===== src/rtl/rmi_tx_packetizer.sv =====
// Transmit-side adapter: takes one RMI message from the node's output channel,
// splits it into RTSNoC flits stamped with fixed source/destination
// coordinates, and writes them to the router local port under wait_i
// backpressure.
module rmi_tx_packetizer #(
  parameter int unsigned       SIZE_X       = 1,
  parameter int unsigned       SIZE_Y       = 1,
  parameter int unsigned       SIZE_DATA    = 56,
  parameter int unsigned       RMI_MSG_SIZE = 80,
  parameter logic [SIZE_X-1:0] X            = 1'b1,
  parameter logic [SIZE_Y-1:0] Y            = 1'b1,
  parameter logic [2:0]        LOCAL_ADDR   = 3'b101,
  parameter logic [SIZE_X-1:0] DST_X        = 1'b0,
  parameter logic [SIZE_Y-1:0] DST_Y        = 1'b0,
  parameter logic [2:0]        DST_LOCAL    = 3'b000,
  localparam int unsigned      BUS_SIZE     = SIZE_DATA + 2 * SIZE_X + 2 * SIZE_Y + 6
) (
  input  logic                    clk_i,
  input  logic                    rst_i,
  input  logic [RMI_MSG_SIZE-1:0] tx_ch_z_i,
  input  logic                    tx_ch_lz_i,
  output logic                    tx_ch_vz_o,
  output logic [BUS_SIZE-1:0]     din_o,
  output logic                    wr_o,
  input  logic                    wait_i,
  output logic                    busy_o,
  output logic [15:0]             msg_cnt_o
);

  localparam int unsigned N_FLITS = (RMI_MSG_SIZE + SIZE_DATA - 1) / SIZE_DATA;
  localparam int unsigned CNT_W   = (N_FLITS > 1) ? $clog2(N_FLITS) : 1;
  localparam int unsigned PAD_W   = N_FLITS * SIZE_DATA;
  localparam int unsigned HDR_W   = BUS_SIZE - SIZE_DATA;

  localparam logic [CNT_W-1:0] LAST_FLIT = CNT_W'(N_FLITS - 1);
  localparam logic [HDR_W-1:0] HEADER    = {DST_X, DST_Y, DST_LOCAL, X, Y, LOCAL_ADDR};

  typedef enum logic [1:0] {StIdle, StSend, StDone} state_e;

  state_e                  state_q, state_d;
  logic [RMI_MSG_SIZE-1:0] msg_q, msg_d;
  logic [CNT_W-1:0]        cnt_q, cnt_d;
  logic [BUS_SIZE-1:0]     din_q, din_d;
  logic                    wr_q, wr_d;
  logic                    vz_q, vz_d;
  logic [15:0]             msg_cnt_q, msg_cnt_d;

  logic msg_accept;
  logic flit_accept;
  logic last_flit;

  // Header plus payload slice idx; bits past the message end come out as zero.
  function automatic logic [BUS_SIZE-1:0] make_flit(input logic [RMI_MSG_SIZE-1:0] msg,
                                                    input int unsigned             idx);
    logic [PAD_W-1:0] padded;
    padded = PAD_W'(msg);
    return {HEADER, SIZE_DATA'(padded >> (idx * SIZE_DATA))};
  endfunction

  // vz_q gates lz so the node cannot slip a message in during the reset-exit cycle.
  assign msg_accept  = (state_q == StIdle) && vz_q && tx_ch_lz_i;
  assign flit_accept = (state_q == StSend) && wr_q && !wait_i;
  assign last_flit   = (cnt_q == LAST_FLIT);

  // State register
  always_ff @(posedge clk_i or negedge rst_i) begin
    if (!rst_i) begin
      state_q <= StIdle;
    end else begin
      state_q <= state_d;
    end
  end

  // Next-state logic
  always_comb begin
    state_d = state_q;
    case (state_q)
      StIdle:  if (msg_accept) state_d = StSend;
      StSend:  if (flit_accept && last_flit) state_d = StDone;
      StDone:  state_d = StIdle;
      default: state_d = StIdle;
    endcase
  end

  // Datapath and registered-output next values
  always_comb begin
    msg_d     = msg_q;
    cnt_d     = cnt_q;
    din_d     = din_q;
    msg_cnt_d = msg_cnt_q;
    vz_d      = (state_d == StIdle);
    wr_d      = (state_d == StSend);
    if (msg_accept) begin
      msg_d = tx_ch_z_i;
      cnt_d = '0;
      din_d = make_flit(tx_ch_z_i, 0);
    end else if (flit_accept) begin
      if (last_flit) begin
        msg_cnt_d = msg_cnt_q + 16'd1;
      end else begin
        cnt_d = cnt_q + 1'b1;
        din_d = make_flit(msg_q, 32'(cnt_q) + 32'd1);
      end
    end
  end

  // Datapath and output registers; reset drops any partial packet
  always_ff @(posedge clk_i or negedge rst_i) begin
    if (!rst_i) begin
      msg_q     <= '0;
      cnt_q     <= '0;
      din_q     <= '0;
      wr_q      <= 1'b0;
      vz_q      <= 1'b0;
      msg_cnt_q <= '0;
    end else begin
      msg_q     <= msg_d;
      cnt_q     <= cnt_d;
      din_q     <= din_d;
      wr_q      <= wr_d;
      vz_q      <= vz_d;
      msg_cnt_q <= msg_cnt_d;
    end
  end

  assign tx_ch_vz_o = vz_q;
  assign din_o      = din_q;
  assign wr_o       = wr_q;
  assign busy_o     = (state_q == StSend);
  assign msg_cnt_o  = msg_cnt_q;

endmodule

===== config.mk =====
export PLATFORM = sky130hd
export DESIGN_NAME = rmi_tx_packetizer
export DESIGN_NICKNAME = d
export VERILOG_FILES = /design/src/rtl/rmi_tx_packetizer.sv
export SDC_FILE = /design/constraint.sdc
export NUM_CORES = 1
export LEC_CHECK = 0
export BUFFER_PORTS_ARGS = -buffer_cell sky130_fd_sc_hd__buf_2
export CELL_PAD_IN_SITES_DETAIL_PLACEMENT = 1
export CELL_PAD_IN_SITES_GLOBAL_PLACEMENT = 1
export CORE_MARGIN = 2
export CORE_UTILIZATION = 25
export DETAILED_ROUTE_END_ITERATION = 12
export HOLD_SLACK_MARGIN = 0.03
export PLACE_DENSITY = 0.65
export SETUP_SLACK_MARGIN = 0.1
export SLEW_MARGIN = 20
export SYNTH_ARGS = -nofsm -noshare
export SYNTH_HDL_FRONTEND = slang
export SYNTH_SLANG_ARGS = --single-unit
export TNS_END_PERCENT = 1

===== constraint.sdc =====
create_clock -name clk_i -period 1.98 [get_ports clk_i]
set_clock_uncertainty 0.05 [all_clocks]
set_input_delay 0.099 -clock clk_i [delete_from_list [all_inputs] [get_ports clk_i]]
set_output_delay 0.099 -clock clk_i [all_outputs]
set_load 0.1 [all_outputs]

==> impl_metrics.env <==
export IMPL_cp_required_ns=1.83
export IMPL_post_cts_setup_buffers=0
export IMPL_synthTopCellsByArea="dfrtp_1 60%, nand2_1 16%, nand3_1 4.7%"
export IMPL_cp_max_fo=6
export IMPL_core_sq_um=16600
export IMPL_num_nets_final=782
export IMPL_report_final_slew_viol_count=0
export IMPL_cts_buffer_depth=2
export IMPL_io_pins=169
export IMPL_drt_total_wl_mm=13.4
export IMPL_drc=0
export IMPL_finalCriticalPeriod_ns=1.63
export IMPL_rsz0062_at_grt="no"
export IMPL_ys_warn_count=0
export IMPL_ys_types=29
export IMPL_grt_pass1_vias=4475
export IMPL_avgViaCountPerCell=4.37
export IMPL_die_area_sq_um=18200
export IMPL_insertion_delay_ns=0.34
export IMPL_dr_first_iter_drc_count=156
export IMPL_ys_seq_area_share_pct=59.7
export IMPL_hp_class="in2reg"
export IMPL_synth_top_cell_by_area="dfrtp_1"
export IMPL_dieHeight_microns=135
export IMPL_p_leak_nw=3.34
export IMPL_clk_pin_slew_worst_paths_ns=0.07
export IMPL_areaGrowthSynthToFinish_pct=50.2
export IMPL_hold_viol_final=0
export IMPL_drtPass1Iterations=4
export IMPL_ys_ff_latch=102
export IMPL_cp_data_arrival_time_ns=1.48
export IMPL_antenna_found_initial=1
export IMPL_syn_area_sq_um=4270
export IMPL_worstSetupPathType="reg2out"
export IMPL_status="finished, final reports clean"
export IMPL_htree_levels=3
export IMPL_tns_ns=0
export IMPL_track_usage_pct=15.4
export IMPL_cts_made_buffers=9
export IMPL_hpwl_mm=8.70
export IMPL_postRouteAntennaNets=0
export IMPL_peakVddDrop_uv=877
export IMPL_grt_max_degree=54
export IMPL_root_buffer="clkbuf_16"
export IMPL_gp_congestion=0.730
export IMPL_overflow=0
export IMPL_drive_above_1_share_pct=28.6
export IMPL_cts_resized_gates=0
export IMPL_end_kind="primary output"
export IMPL_die_w_microns=135
export IMPL_slew_headroom_pct=66.1
export IMPL_fillers=1980
export IMPL_synth_top_area_share_pct=59.7
export IMPL_std_cell_rows=47
export IMPL_cap_violations=0
export IMPL_start_kind="register"
export IMPL_cts_sinks=102
export IMPL_netlist_instances=463
export IMPL_initial_core_util_pct=25.7
export IMPL_min_period_over_period_pct=82.4
export IMPL_grt_first_pass_wirelength_mm=22.1
export IMPL_worstMarginPinSlew_ns=0.509
export IMPL_timing_hold_ws_ns=0.122
export IMPL_portBuffers=162
export IMPL_setup_viol=0
export IMPL_synth_area_per_cell_sq_um=9.23
export IMPL_p_per_area_nw_per_um2=1880
export IMPL_finalPower_mw=12.1
export IMPL_fmax_mhz=613
export IMPL_routedWlPerCell_microns=14.6
export IMPL_vias=4030
export IMPL_cts_tree="built"
## worst paths after layout
path	slack (ns)	from	to	cells after the start
min reg2reg	0.43	msg_q[76]	msg_q[76]	2
min	0.12	tx_ch_lz_i	tx_ch_vz_o	3
min in group asynchronous	0.21	rst_i	msg_q[64]	2
max in group asynchronous	1.03	rst_i	din_o[45]	3
max reg2reg	0.36	state_q[1]	din_o[15]	5
max	0.35	state_q[0]	busy_o	2
## power by group
part           switching [mW]  internal, mW
Combinational            5.68          1.18
Sequential              0.510          2.93
Clock                   0.765          1.02
Total                    6.95          5.12
## synthesized netlist by cell type
master     count
nor3_2         2
nor3_1         1
and4bb_1       1
dfrtp_1      102
conb_1         1
and3_1         1
a21oi_1       31
ha_1           1
nand3_1       40
buf_6          2
nand4bb_4      1
nor4_1         1
buf_2          8
nor2_4         1
nand4_1        3
inv_2          1
clkbuf_1      11
nor3_4         1
nand2b_1       1
xor2_1         4
or2_2          1
or3_1          2
nor2_1        31
nor2b_1        1
xnor2_1       11
and4_1         1
nand2_1      180
a31oi_1        9
buf_4         13
## metal layers
layer / GRT usage [%] / vias to the layer above / routed length, microns
li1: - / 1941 / -
met1: 18.2 / 1957 / 5680
met2: 27.5 / 109 / 6890
met3: 2.97 / 21 / 597
met4: 5.79 / 2 / 265
met5: 0 / - / 8
## through the flow
| stage | cells | setup slack (ns) | area [sq um] | utilization (%) |
|---|---|---|---|---|
| 6_report | 923 | 0.349 | 6420 | 38.6 |
| 2_1_floorplan | 468 | 0.0351 | 4300 | - |
| 3_3_place_gp | 825 | 0.376 | 5310 | 31.9 |
| 3_5_place_dp | 825 | 0.341 | 5310 | 31.9 |
| 5_1_grt | 922 | 0.202 | 6410 | 38.5 |
| 4_1_cts | 922 | 0.308 | 6410 | 38.5 |
## cells in the final DEF (no fill, tap or decap), types with 4 or more instances in the layout
master | netlist | routed
conb_1 | 1 | 6
buf_4 | 13 | 7
nand3_1 | 40 | 40
clkbuf_16 | 0 | 9
dfrtp_1 | 102 | 95
xnor2_1 | 11 | 11
dlygate4sd3_1 | 0 | 81
buf_2 | 8 | 161
a31oi_1 | 9 | 9
dfrtp_2 | 0 | 7
a21oi_1 | 31 | 31
nand2_1 | 180 | 180
nor2_1 | 31 | 31
xor2_1 | 4 | 4
## repair_timing
| item | in CTS | in global routing |
|---|---|---|
| hold buffers | 81 | 0 |
| setup endpoints to repair | 0 | 0 |
| hold endpoints to repair | 107 | 0 |
## layout make-up
cell class	instances	area (sq um)	area share [%]
Clock buffer	13	250	3.90
Clock inverter	3	43.8	0.683
Antenna cell	1	2.50	0.0390
Timing Repair Buffer	252	1730	27.0
Inverter	1	3.75	0.0585
Tap cell	220	275	4.29
Sequential cell	102	2560	39.9
Multi-Input combinational cell	331	1550	24.2
## sequential cells by signal, indices dropped and copies added, names as in the netlist
signal and count:
din_o 57, msg_cnt_o 16, tx_ch_vz_o 1, msg_q 24, wr_o 1, state_q 2, cnt_q 1
## kinds of logic after synthesis
logic type	Yosys count	synth area share, %
adders and majority gates	1	0.293
and+or+nand+nor	269	27.1
xor gates and xnor gates	15	3.07
buffers and inverters	35	4.80
DFF	102	59.7
other	1	0.0878
AOI/OAI and AO/OA	40	4.95
## critical path, cell delays in order, from the launching register on
cell and delay [ns]:
dfrtp_1 0.50, nor2b_2 0.21, buf_2 0.43
No activity file was read; power rests on OpenSTA's default activity.
